--- config.mk ---
export PLATFORM = sky130hd
export DESIGN_NAME = minhash_ctrl
export DESIGN_NICKNAME = d
export VERILOG_FILES = /design/src/rtl/proj_pkg.sv /design/src/rtl/minhash_ctrl.sv
export SDC_FILE = /design/constraint.sdc
export NUM_CORES = 1
export LEC_CHECK = 0
export ABC_AREA = 1
export BUFFER_PORTS_ARGS = -buffer_cell sky130_fd_sc_hd__buf_2
export CORE_AREA = 2 2 39 41
export CTS_CLUSTER_SIZE = 25
export DETAILED_ROUTE_END_ITERATION = 7
export DIE_AREA = 0 0 41 43
export PLACE_DENSITY_LB_ADDON = 0.12
export SYNTH_ARGS = -nofsm -noshare
export SYNTH_HDL_FRONTEND = slang
export SYNTH_SLANG_ARGS = --single-unit
export TNS_END_PERCENT = 20
--- constraint.sdc ---
create_clock -name clk -period 1.5 [get_ports clk]
set_clock_uncertainty 0.2 [all_clocks]
set_input_delay 0.075 -clock clk [delete_from_list [all_inputs] [get_ports clk]]
set_output_delay 0.075 -clock clk [all_outputs]
set_load 0.03 [all_outputs]
--- src/rtl/proj_pkg.sv ---
// Shared definitions for the minhash control block.
//   - Default k-mer length, fragment length and number of hash seeds.
//   - FSM state type used by minhash_ctrl.
//   - clog2_min1(): port-width helper that never returns 0.
package proj_pkg;

   localparam int unsigned KMER_LEN_DEF   = 4;
   localparam int unsigned FRAG_BASES_DEF = 8;
   localparam int unsigned NUM_HASH_DEF   = 2;

   typedef enum logic [1:0] {
      ST_FILL = 2'd0,
      ST_HASH = 2'd1,
      ST_NEXT = 2'd2,
      ST_DONE = 2'd3
   } state_e;

   // Bit width needed to index v items, at least one bit.
   function automatic int unsigned clog2_min1(input int unsigned v);
      return (v > 1) ? $clog2(v) : 1;
   endfunction

endpackage

--- src/rtl/minhash_ctrl.sv ---
// Control FSM for a MinHash signature engine. It sequences bases into the
// datapath k-mer register, issues one request per (k-mer, seed) pair to a
// shared hash unit, and flags fragment completion. No base data passes here.
//
// Ports:
//   clk         in   clock, rising edge
//   rst_n       in   synchronous active-low reset
//   in_valid    in   upstream base available
//   out_wait    out  stall upstream; a base is accepted iff in_valid && !out_wait
//   shift_en    out  shift the accepted base into the k-mer register
//   hash_req    out  request to the shared hash unit
//   hash_ready  in   hash unit takes hash_req this cycle
//   hash_sel    out  seed index of the current request
//   kmer_idx    out  index of the k-mer being hashed
//   min_clr     out  clear datapath min registers
//   frag_done   out  one-cycle pulse, signature complete
module minhash_ctrl
   import proj_pkg::*;
#(
   parameter int unsigned KMER_LEN   = KMER_LEN_DEF,
   parameter int unsigned FRAG_BASES = FRAG_BASES_DEF,
   parameter int unsigned NUM_HASH   = NUM_HASH_DEF
) (
   input  logic                                  clk,
   input  logic                                  rst_n,
   input  logic                                  in_valid,
   output logic                                  out_wait,
   output logic                                  shift_en,
   output logic                                  hash_req,
   input  logic                                  hash_ready,
   output logic [clog2_min1(NUM_HASH)-1:0]       hash_sel,
   output logic [clog2_min1(FRAG_BASES)-1:0]     kmer_idx,
   output logic                                  min_clr,
   output logic                                  frag_done
);

   localparam int unsigned SEL_W = clog2_min1(NUM_HASH);
   localparam int unsigned IDX_W = clog2_min1(FRAG_BASES);
   // base_cnt must reach FRAG_BASES itself, hence the +1.
   localparam int unsigned CNT_W = $clog2(FRAG_BASES + 1);

   localparam logic [CNT_W-1:0] LAST_FILL = CNT_W'(KMER_LEN - 1);
   localparam logic [CNT_W-1:0] FRAG_END  = CNT_W'(FRAG_BASES);
   localparam logic [SEL_W-1:0] LAST_SEED = SEL_W'(NUM_HASH - 1);

   state_e             r_state,    w_state_d;
   logic [CNT_W-1:0]   r_base_cnt, w_base_cnt_d;
   logic [SEL_W-1:0]   r_seed_cnt, w_seed_cnt_d;
   logic [IDX_W-1:0]   r_kmer_idx, w_kmer_idx_d;

   logic               w_open;
   logic               w_accept;

   // Only FILL and NEXT take bases; HASH and DONE stall upstream.
   assign w_open   = (r_state == ST_FILL) || (r_state == ST_NEXT);
   assign w_accept = rst_n && in_valid && w_open;

   always_comb begin
      w_state_d    = r_state;
      w_base_cnt_d = r_base_cnt;
      w_seed_cnt_d = r_seed_cnt;
      w_kmer_idx_d = r_kmer_idx;
      unique case (r_state)
         ST_FILL: begin
            if (w_accept) begin
               w_base_cnt_d = r_base_cnt + 1'b1;
               if (r_base_cnt == LAST_FILL) begin
                  w_state_d    = ST_HASH;
                  w_seed_cnt_d = '0;
                  w_kmer_idx_d = '0;
               end
            end
         end
         ST_HASH: begin
            if (hash_ready) begin
               if (r_seed_cnt == LAST_SEED) begin
                  w_seed_cnt_d = '0;
                  w_state_d    = (r_base_cnt == FRAG_END) ? ST_DONE : ST_NEXT;
               end else begin
                  w_seed_cnt_d = r_seed_cnt + 1'b1;
               end
            end
         end
         ST_NEXT: begin
            if (w_accept) begin
               w_base_cnt_d = r_base_cnt + 1'b1;
               w_kmer_idx_d = r_kmer_idx + 1'b1;
               w_state_d    = ST_HASH;
            end
         end
         ST_DONE: begin
            w_base_cnt_d = '0;
            w_seed_cnt_d = '0;
            w_kmer_idx_d = '0;
            w_state_d    = ST_FILL;
         end
         default: begin
            w_state_d = ST_FILL;
         end
      endcase
   end

   always_ff @(posedge clk) begin
      if (!rst_n) begin
         r_state    <= ST_FILL;
         r_base_cnt <= '0;
         r_seed_cnt <= '0;
         r_kmer_idx <= '0;
      end else begin
         r_state    <= w_state_d;
         r_base_cnt <= w_base_cnt_d;
         r_seed_cnt <= w_seed_cnt_d;
         r_kmer_idx <= w_kmer_idx_d;
      end
   end

   // Strobes are gated with rst_n so they are quiet during the reset cycle
   // itself, not only after the registers have been cleared.
   assign out_wait  = !rst_n || !w_open;
   assign shift_en  = w_accept;
   assign hash_req  = rst_n && (r_state == ST_HASH);
   assign frag_done = rst_n && (r_state == ST_DONE);
   assign min_clr   = rst_n && (r_state == ST_DONE);
   assign hash_sel  = r_seed_cnt;
   assign kmer_idx  = r_kmer_idx;

endmodule

==> metrics.md <==
| Metric | Value |
|---|---|
| Yosys top cell area share | `0.332` |
| Max_slew headroom | `0.825` |
| Syn_area_per_cell | `7.01 sq um` |
| Clock buffer depth | `2` |
| Setup slack, reg-to-reg | `0.13 ns` |
| Fillers | `129` |
| CTS buffer count | `3` |
| CP Launch Type | `register` |
| Syn. warnings | `0` |
| Routing usage on met3 | `0.0942` |
| Drt wl/cell | `11.0 um` |
| Period utilization | `0.943` |
| Power density over the cells | `786 nW/um^2` |
| Hold depth | `4` |
| DRT iter0 DRCs | `7` |
| Setup violations, final | `0` |
| Die Area | `1760 sq um` |
| Initial Util | `0.436` |
| WL final | `1320 um` |
| Design Power | `0.597 mW` |
| Worst Hold Launch | `rst_n` |
| Clock-pin slew on the worst setup and hold paths | `0.07 ns` |
| Worst-path fanout max | `8` |
| Setup TNS | `0 ns` |
| Max-Cap Viols | `0` |
| Async set-reset flop share out of synthesis | `0` |
| Synth area leaders | `dfxtp_1, nand2_1, nor2_1` |
| Syn Std Cell Area | `603 sq um` |
| EDFF count, synth | `0` |
| LEAKAGE | `0.355 nW` |
| Chip width | `41 um` |
| Io pins | `13` |
| Pre-antenna DRT Iters | `4` |
| Finished Core Util | `0.549` |
| Vias in the first global route | `475` |
| DRC viols | `0` |
| Synth top cells by count | `nand2_1, nor2_1, dfxtp_1, inv_1, a21oi_1` |
| Clock Sinks | `10` |
| Post-synth top area cell | `dfxtp_1` |
| Final Net Count | `112` |
| Synthesis-to-layout area growth | `25.9%` |
| Hold Vio Cnt, Final | `0` |
| Clock latency on the worst-skew pair | `0.28 ns` |
| Count leader, synth | `nand2_1` |
| Wire length of the first global-routing pass | `1970 um` |
| GRT met1 Usage | `0.190` |
| Syn_nets | `93` |
| Gate Count Post-Synth | `86` |
| Status | `finished, final reports clean` |
| Kind of critical path | `register to primary output` |
| Layout cell share with drive strength beyond 1 | `0.346` |
| Worst vdd ir | `0.533 mV` |
| GPL Wtd Cong | `0.776` |
| Distinct cell type count after synthesis | `20` |
| Reg-to-reg startpoint | `r_base_cnt[1]` |
| Hpwl dp | `944 um` |
| Die Ht | `43 um` |
| GRT busiest layer | `met2` |
| Hold worst-path end | `r_state[1]` |
| FP Rows | `14` |
| Number of synthesized register bits | `10` |
| Largest net degree at the start of global routing | `9` |
| Port bufs | `12` |
| Ys flop type | `dfxtp_1` |
| Reg2Reg Depth | `8` |
| Tmin final | `1.42 ns` |
| Antenna-violating nets left | `0` |
| Core area | `1380 sq um` |
| CTS HTree Levels | `1` |
| RSZ-0062 raised after global routing | `no` |
| Hold Path Class | `primary input to register` |
| Initial antenna violation count | `0` |
| Vias per cell | `4.90` |
| Slew Viols, Final | `0` |
| FF-to-FF End | `r_state[0]` |
| Worst path arrival time | `1.14 ns` |
| Antenna Cells | `0` |
| Total number of vias | `588` |
| Fmax | `707 MHz` |
| Root buffer cell | `clkbuf_4` |
| Met2 Resource Use GR | `0.263` |
| Worst Max-Slew Pin Slew | `0.263 ns` |
| GRT overflow | `0` |
| Element type at the critical path end | `primary output` |
| TritonCTS clock tree | `yes` |
| Worst EP required | `1.22 ns` |
| Sequential fraction of the synthesis area | `0.332` |
| GRT Util Overall | `0.177` |
## report_power, final
part	internal [mW]	leakage [nW]	switching [mW]
Clock	0.148	0.0210	0.101
Sequential	0.272	0.0826	0.00534
Combinational	0.0258	0.252	0.0450
Total	0.445	0.355	0.151
## through the flow
stage | worst slack [ns] | cells | cell area, sq um | hold WS, ns
finish | 0.0848 | 120 | 759 | 0.0395
global route | 0.00329 | 120 | 759 | 0.0814
CTS | 0.0381 | 119 | 738 | 0.0374
detailed placement | 0.0569 | 113 | 678 | 0.216
global placement | 0.100 | 113 | 678 | 0.201
floorplan | 0.104 | 86 | 606 | -0.00451
## registers in the layout (all words and copies together) (netlist names)
signal and flops:
hash_sel 1, kmer_idx 3, r_state 2, r_base_cnt 4
## cells by family (layout without fill, tap and decap cells)
kind of cell,after synthesis,count (layout),share of synthesized area
flops,10,10,0.332
fa+ha+maj,3,3,0.0622
simple gates,43,43,0.363
compound gates,15,15,0.127
buf+inv,13,31,0.0872
xor+xnor,2,2,0.0291
## worst max-delay path by stage
stage | startpoint | end | slack (ns)
after CTS | r_state[1] | min_clr | 0.04
after floorplan | r_state[0] | min_clr | 0.10
after detailed placement | r_base_cnt[1] | kmer_idx[0] | 0.06
final | r_state[0] | shift_en | 0.08
after global routing | r_state[0] | shift_en | 0.003
after global placement | r_state[0] | kmer_idx[0] | 0.10
## routing by layer
metal / share of wire / vias to the layer above
li1: - / 318
met1: 0.44 / 257
met2: 0.49 / 9
met3: 0.045 / 4
met4: 0.022 / 0
met5: 0 / -
## worst max-delay path, stage by stage (launching register included)
cell	delay [ns]
dfxtp_2	0.36
inv_2	0.11
nand3_4	0.12
inv_2	0.09
clkbuf_4	0.18
## timing repair
action / in CTS / in global routing
gates resized for setup: 2 / 6
setup buffers: 0 / 1
endpoints found under the setup margin: 2 / 7
endpoints found under the hold margin: 5 / 0
hold buffers: 2 / 0
pin swaps: 0 / 1
## cells in the final DEF, fill, tap and decap left out
master / count
dfxtp_2: 4
a31oi_1: 1
inv_1: 10
buf_2: 11
o21ai_0: 3
nor2_2: 3
nand3_4: 1
nand3_2: 1
a21oi_1: 8
nand2_1: 13
clkbuf_4: 4
ha_1: 2
nor2_1: 10
xor2_1: 2
o21ai_1: 3
or2_1: 1
nand2_2: 5
ha_2: 1
dlygate4sd3_1: 2
nand4_1: 2
buf_4: 1
nand2_4: 1
inv_2: 2
nor3_2: 1
clkbuf_8: 1
dfxtp_1: 6
nand3_1: 5
## area by class of cell
cell class                      count  area [sq um]  share of cell area
Multi-Input combinational cell     63           363               0.478
Sequential cell                    10           205               0.270
Timing Repair Buffer               15          90.1               0.119
Inverter                           12          45.0              0.0593
Clock buffer                        4          36.3              0.0478
Tap cell                           16          20.0              0.0264
(Power assumes the default switching activity.)
